## src/rtl/mux8_rr_arbiter_pkg.sv

```systemverilog
// Shared types and helpers for the round-robin mux8 arbiter.
package mux8_arb_pkg;

  localparam int unsigned N_SRC = 8;
  localparam int unsigned SEL_W = 3;
  localparam int unsigned CNT_W = 4;

  typedef enum logic {
    IDLE  = 1'b0,
    GRANT = 1'b1
  } arb_state_t;

  function automatic logic [N_SRC-1:0] onehot3(input logic [SEL_W-1:0] idx);
    onehot3 = N_SRC'(1) << idx;
  endfunction

endpackage

```

## src/rtl/mux8.sv

```systemverilog
// Plain 8:1 bit multiplexer.
module mux8 (
  input  logic [7:0] i,
  input  logic [2:0] sel,
  output logic       y
);

  assign y = i[sel];

endmodule

```

## src/rtl/rr_pick8.sv

```systemverilog
// Finds the first set candidate bit, searching upward from start and wrapping.
module rr_pick8
  import mux8_arb_pkg::*;
(
  input  logic [N_SRC-1:0] cand,
  input  logic [SEL_W-1:0] start,
  output logic             found,
  output logic [SEL_W-1:0] idx
);

  always_comb begin
    found = 1'b0;
    idx   = start;
    for (int k = 0; k < int'(N_SRC); k++) begin
      if (!found && cand[start + SEL_W'(k)]) begin
        found = 1'b1;
        idx   = start + SEL_W'(k);
      end
    end
  end

endmodule

```

## src/rtl/mux8_rr_arbiter.sv

```systemverilog
// Round-robin arbiter owning the mux8 select, with a bounded hold per owner.
module mux8_rr_arbiter
  import mux8_arb_pkg::*;
#(
  parameter int unsigned HOLD_MAX = 4
) (
  input  logic             clk,
  input  logic             rst_n,
  input  logic [N_SRC-1:0] req,
  input  logic [N_SRC-1:0] i,
  output logic [N_SRC-1:0] gnt,
  output logic [SEL_W-1:0] sel,
  output logic             busy,
  output logic             y
);

  localparam logic [CNT_W-1:0] HOLD_TOP = CNT_W'(HOLD_MAX - 1);

  arb_state_t       state_q, state_d;
  logic [SEL_W-1:0] owner_q, owner_d;
  logic [SEL_W-1:0] last_q, last_d;
  logic [CNT_W-1:0] cnt_q, cnt_d;
  logic [N_SRC-1:0] gnt_q, gnt_d;
  logic             busy_q, busy_d;

  logic [SEL_W-1:0] start_c;
  logic             rel_found_c, pre_found_c;
  logic [SEL_W-1:0] rel_idx_c, pre_idx_c;
  logic             mux_y_c;

  // In GRANT last equals owner, so last+1 is also the post-owner search start.
  assign start_c = last_q + SEL_W'(1);

  rr_pick8 u_pick_rel (
    .cand  (req),
    .start (start_c),
    .found (rel_found_c),
    .idx   (rel_idx_c)
  );

  rr_pick8 u_pick_pre (
    .cand  (req & ~onehot3(owner_q)),
    .start (start_c),
    .found (pre_found_c),
    .idx   (pre_idx_c)
  );

  always_comb begin
    state_d = state_q;
    owner_d = owner_q;
    last_d  = last_q;
    cnt_d   = cnt_q;
    case (state_q)
      IDLE: begin
        if (rel_found_c) begin
          state_d = GRANT;
          owner_d = rel_idx_c;
          last_d  = rel_idx_c;
          cnt_d   = '0;
        end
      end
      GRANT: begin
        if (!req[owner_q]) begin
          if (rel_found_c) begin
            owner_d = rel_idx_c;
            last_d  = rel_idx_c;
            cnt_d   = '0;
          end else begin
            state_d = IDLE;
          end
        end else if (cnt_q == HOLD_TOP && pre_found_c) begin
          owner_d = pre_idx_c;
          last_d  = pre_idx_c;
          cnt_d   = '0;
        end else if (cnt_q != HOLD_TOP) begin
          cnt_d = cnt_q + CNT_W'(1);
        end
      end
    endcase
    busy_d = (state_d == GRANT);
    gnt_d  = busy_d ? onehot3(owner_d) : '0;
  end

  always_ff @(posedge clk or negedge rst_n) begin
    if (!rst_n) begin
      state_q <= IDLE;
      owner_q <= '0;
      last_q  <= SEL_W'(N_SRC - 1);
      cnt_q   <= '0;
      gnt_q   <= '0;
      busy_q  <= 1'b0;
    end else begin
      state_q <= state_d;
      owner_q <= owner_d;
      last_q  <= last_d;
      cnt_q   <= cnt_d;
      gnt_q   <= gnt_d;
      busy_q  <= busy_d;
    end
  end

  mux8 u_mux8 (
    .i   (i),
    .sel (owner_q),
    .y   (mux_y_c)
  );

  assign gnt  = gnt_q;
  assign sel  = owner_q;
  assign busy = busy_q;
  assign y    = busy_q & mux_y_c;

endmodule

```

## config.mk

```make
export PLATFORM = sky130hd
export DESIGN_NAME = mux8_rr_arbiter
export DESIGN_NICKNAME = d
export VERILOG_FILES = /design/src/rtl/mux8_rr_arbiter_pkg.sv /design/src/rtl/mux8.sv /design/src/rtl/rr_pick8.sv /design/src/rtl/mux8_rr_arbiter.sv
export SDC_FILE = /design/constraint.sdc
export NUM_CORES = 1
export LEC_CHECK = 0
export ABC_AREA = 1
export CORE_ASPECT_RATIO = 1.4
export CORE_MARGIN = 2
export CORE_UTILIZATION = 42
export CTS_CLUSTER_SIZE = 30
export DETAILED_ROUTE_END_ITERATION = 10
export GPL_ROUTABILITY_DRIVEN = 1
export GPL_TIMING_DRIVEN = 0
export SLEW_MARGIN = 20
export SYNTH_ARGS = -nofsm -noshare
export SYNTH_HDL_FRONTEND = slang
export SYNTH_SLANG_ARGS = --single-unit
export TNS_END_PERCENT = 1
```

## constraint.sdc

```tcl
create_clock -name clk -period 7.4 [get_ports clk]
set_input_delay 1.11 -clock clk [delete_from_list [all_inputs] [get_ports clk]]
set_output_delay 1.11 -clock clk [all_outputs]
set_load 0.1 [all_outputs]
```

==> metrics.csv <==
stage,metric,value,unit
final_layout,post-route-util,51.6,%
sta,post-route-period-util,57.7,%
hold_path,holdPathStages,1,
sta,finalClockSkew,0.00384,ns
logic_synthesis,yosys_warnings,0,
hold_path,min_from,cnt_q[0]$_DFFE_PN0P_,
logic_synthesis,synth.avg_cell_area,6.08,sq um
final_layout,insertedDiodeCount,0,
sta,hold_violations,0,
final_layout,n_fill_cell,610,
sta,layout_min_cycle_time,4.27,ns
final_layout,final_cell_mix,"nand2_1, nand3_1, nor2_1",
final_layout,drive_above_1_share,13.9,%
sta,slew_headroom,33.7,%
logic_synthesis,syn_nets,419,
place,port_buffers,30,
final_layout,final_common_cell,nand2_1,
sta,final-max-slew-violation-count,0,
route,vias,2613,
cts,cts-root-buf,clkbuf_8,
cts,cts_buffers,3,
route,antenna_left,0,
floorplanning,die_y,93.8,um
grt,grt_antenna_before_repair,0,
sta,setup_slack,3.13,ns
route,drt-met1-wl,2.70,mm
final_layout,fin_nets,454,
critical_path,start_kind,input port,
cts,clockBufferDepth,2,
grt,grt_max_degree,20,
cts,cts_tree,done,
logic_synthesis,synth_area,2420,sq um
sta,final.setup.tns,0,ns
cts,hold_buffers,0,
route,routed.top_layer,met4,
cts,htree_levels,1,
route,dr_wl_met3,326,um
grt,grt_overflow,0,
hold_path,min_to,cnt_q[0]$_DFFE_PN0P_,
floorplanning,die-area,6400,sq um
critical_path,worst-r2r-setup-slack,3.58,ns
route,via_per_inst,5.23,
run,drv_cap,0,
grt,grt_util_all_layers,24.0,%
route,wl_per_cell,13.9,um
route,dr.pass1.iters,4,
sta,setup_viol,0,
cts,post_cts_buffers,0,
floorplanning,io_pins,31,
logic_synthesis,ys_seq_area_share,19.8,%
cts,clock_latency,0.25,ns
floorplanning,start_util,43.8,%
sta,worst_pin_slew,0.992,ns
critical_path,r2r-start,last_q[0]$_DFFE_PN1P_,
route,drt_wl_total,6.96,mm
logic_synthesis,ys_seq_elements,19,
logic_synthesis,ys_types,43,
place,gp_congestion,0.869,
critical_path,crit-reg2reg-capture,gnt[2]$_DFF_PN0_,
route,drtIter0Drc,114,
final_layout,syn2layout_area_growth,17.8,%
critical_path,cp_data_required_time,6.29,ns
floorplanning,die_w,68.2,um
grt,grt_pass1_vias,2581,
cts,clkSinkCount,19,
logic_synthesis,postSynthCellCount,398,
route,wl_met2,3.78,mm
hold_path,hp-class,flop to flop,
place,pre_cts_slack,3.14,ns
critical_path,reg2reg_depth,19,
sta,rsz0062_at_grt,no,
critical_path,cp_max_fo,1,
grt,grt_pass1_wl,11.7,mm
critical_path,worstPathArrival,3.16,ns
cts,clk_pin_slew,0.06,ns
route,drc,0,
cts,postCtsResizedCells,0,
critical_path,crit_type,input port to output pin,
place,dp_hpwl,5.97,mm
sta,max_freq,234,MHz
floorplanning,coreArea,5530,sq um
outcome,status,completed,
floorplanning,rows,32,
critical_path,endpoint_kind,output pin,
critical_path,critPathLaunch,i[0],
-- cell type report --
class	count	area, sq um	share of cell area (%)
clock buffer	4	45.0	1.58
buffer	10	70.1	2.46
sequential	19	479	16.8
timing repair buffer	30	300	10.5
tap	68	85.1	2.98
multi-input combinational	323	1690	59.3
inverter	46	180	6.32
-- Yosys cell counts --
master / instances / area share [%]
a21oi_1: 6 / 1.2
a21oi_2: 1 / 0.36
a22oi_1: 3 / 0.93
a31oi_1: 4 / 1.0
a41oi_1: 1 / 0.36
buf_2: 5 / 1.0
buf_4: 3 / 0.93
buf_6: 2 / 0.93
clkinv_1: 1 / 0.15
clkinv_4: 1 / 0.36
dfrtp_1: 16 / 17
dfstp_2: 3 / 3.3
ha_1: 3 / 1.6
inv_1: 36 / 5.6
inv_2: 7 / 1.1
inv_4: 1 / 0.26
nand2_1: 122 / 19
nand2_2: 7 / 1.8
nand2_4: 1 / 0.47
nand3_1: 60 / 12
nand3_2: 7 / 2.9
nand3_4: 1 / 0.72
nand3b_1: 1 / 0.31
nand4_1: 4 / 1.0
nand4_2: 1 / 0.52
nand4_4: 1 / 0.88
nor2_1: 39 / 6.0
nor2_2: 7 / 1.8
nor2_4: 3 / 1.4
nor2_8: 1 / 0.83
nor3_2: 1 / 0.41
o2111ai_1: 1 / 0.36
o211ai_1: 4 / 1.2
o21a_1: 1 / 0.31
o21ai_0: 12 / 2.5
o21ai_1: 16 / 3.3
o21ai_2: 1 / 0.36
o21bai_1: 1 / 0.31
o22ai_1: 5 / 1.3
xnor2_1: 3 / 1.1
xor2_1: 2 / 0.72
xor2_2: 2 / 1.3
xor2_4: 1 / 1.1
-- logic make-up (layout without fill, tap and decap cells) --
group	Yosys count	in the layout	synth area share (%)
AOI/OAI and AO/OA	56	56	13.6
adders and majority gates	3	3	1.55
buffers and inverters	56	90	10.3
DFF	19	19	19.8
and+or+nand+nor	256	256	50.4
xor gates and xnor gates	8	8	4.29
-- flip-flops by register name (all words and copies together), names as in the netlist --
signal and count:
busy 1, cnt_q 4, gnt 8, last_q 3, sel 3
-- per-layer routing --
layer	track usage, %	up-vias
met5	0	-
met4	8.50	0
met3	2.40	12
met2	46.1	64
met1	26.0	1161
li1	-	1376
-- stage by stage --
step / hold slack, ns / instance area [sq um] / cells
2_1_floorplan: 0.479 / 2420 / 398
3_3_place_gp: 0.513 / 2810 / 496
3_5_place_dp: 0.521 / 2810 / 496
4_1_cts: 0.534 / 2850 / 500
5_1_grt: 0.563 / 2850 / 500
6_report: 0.530 / 2850 / 500
-- worst max-delay path, cell delays in order --
cell and delay [ns]:
clkdlybuf4s50_1 0.46, a22oi_1 0.08, nand2_1 0.08, o21ai_0 0.07
a41oi_1 0.18, clkdlybuf4s50_1 1.17
-- worst max path at each step --
stage               end  cells after the start
floorplan             y                      7
global placement      y                      6
detailed placement    y                      6
CTS                   y                      6
global route          y                      6
finish                y                      6
Power is not shown: default switching activity piles up to over one toggle a cycle in this logic, so the estimate is an artifact.
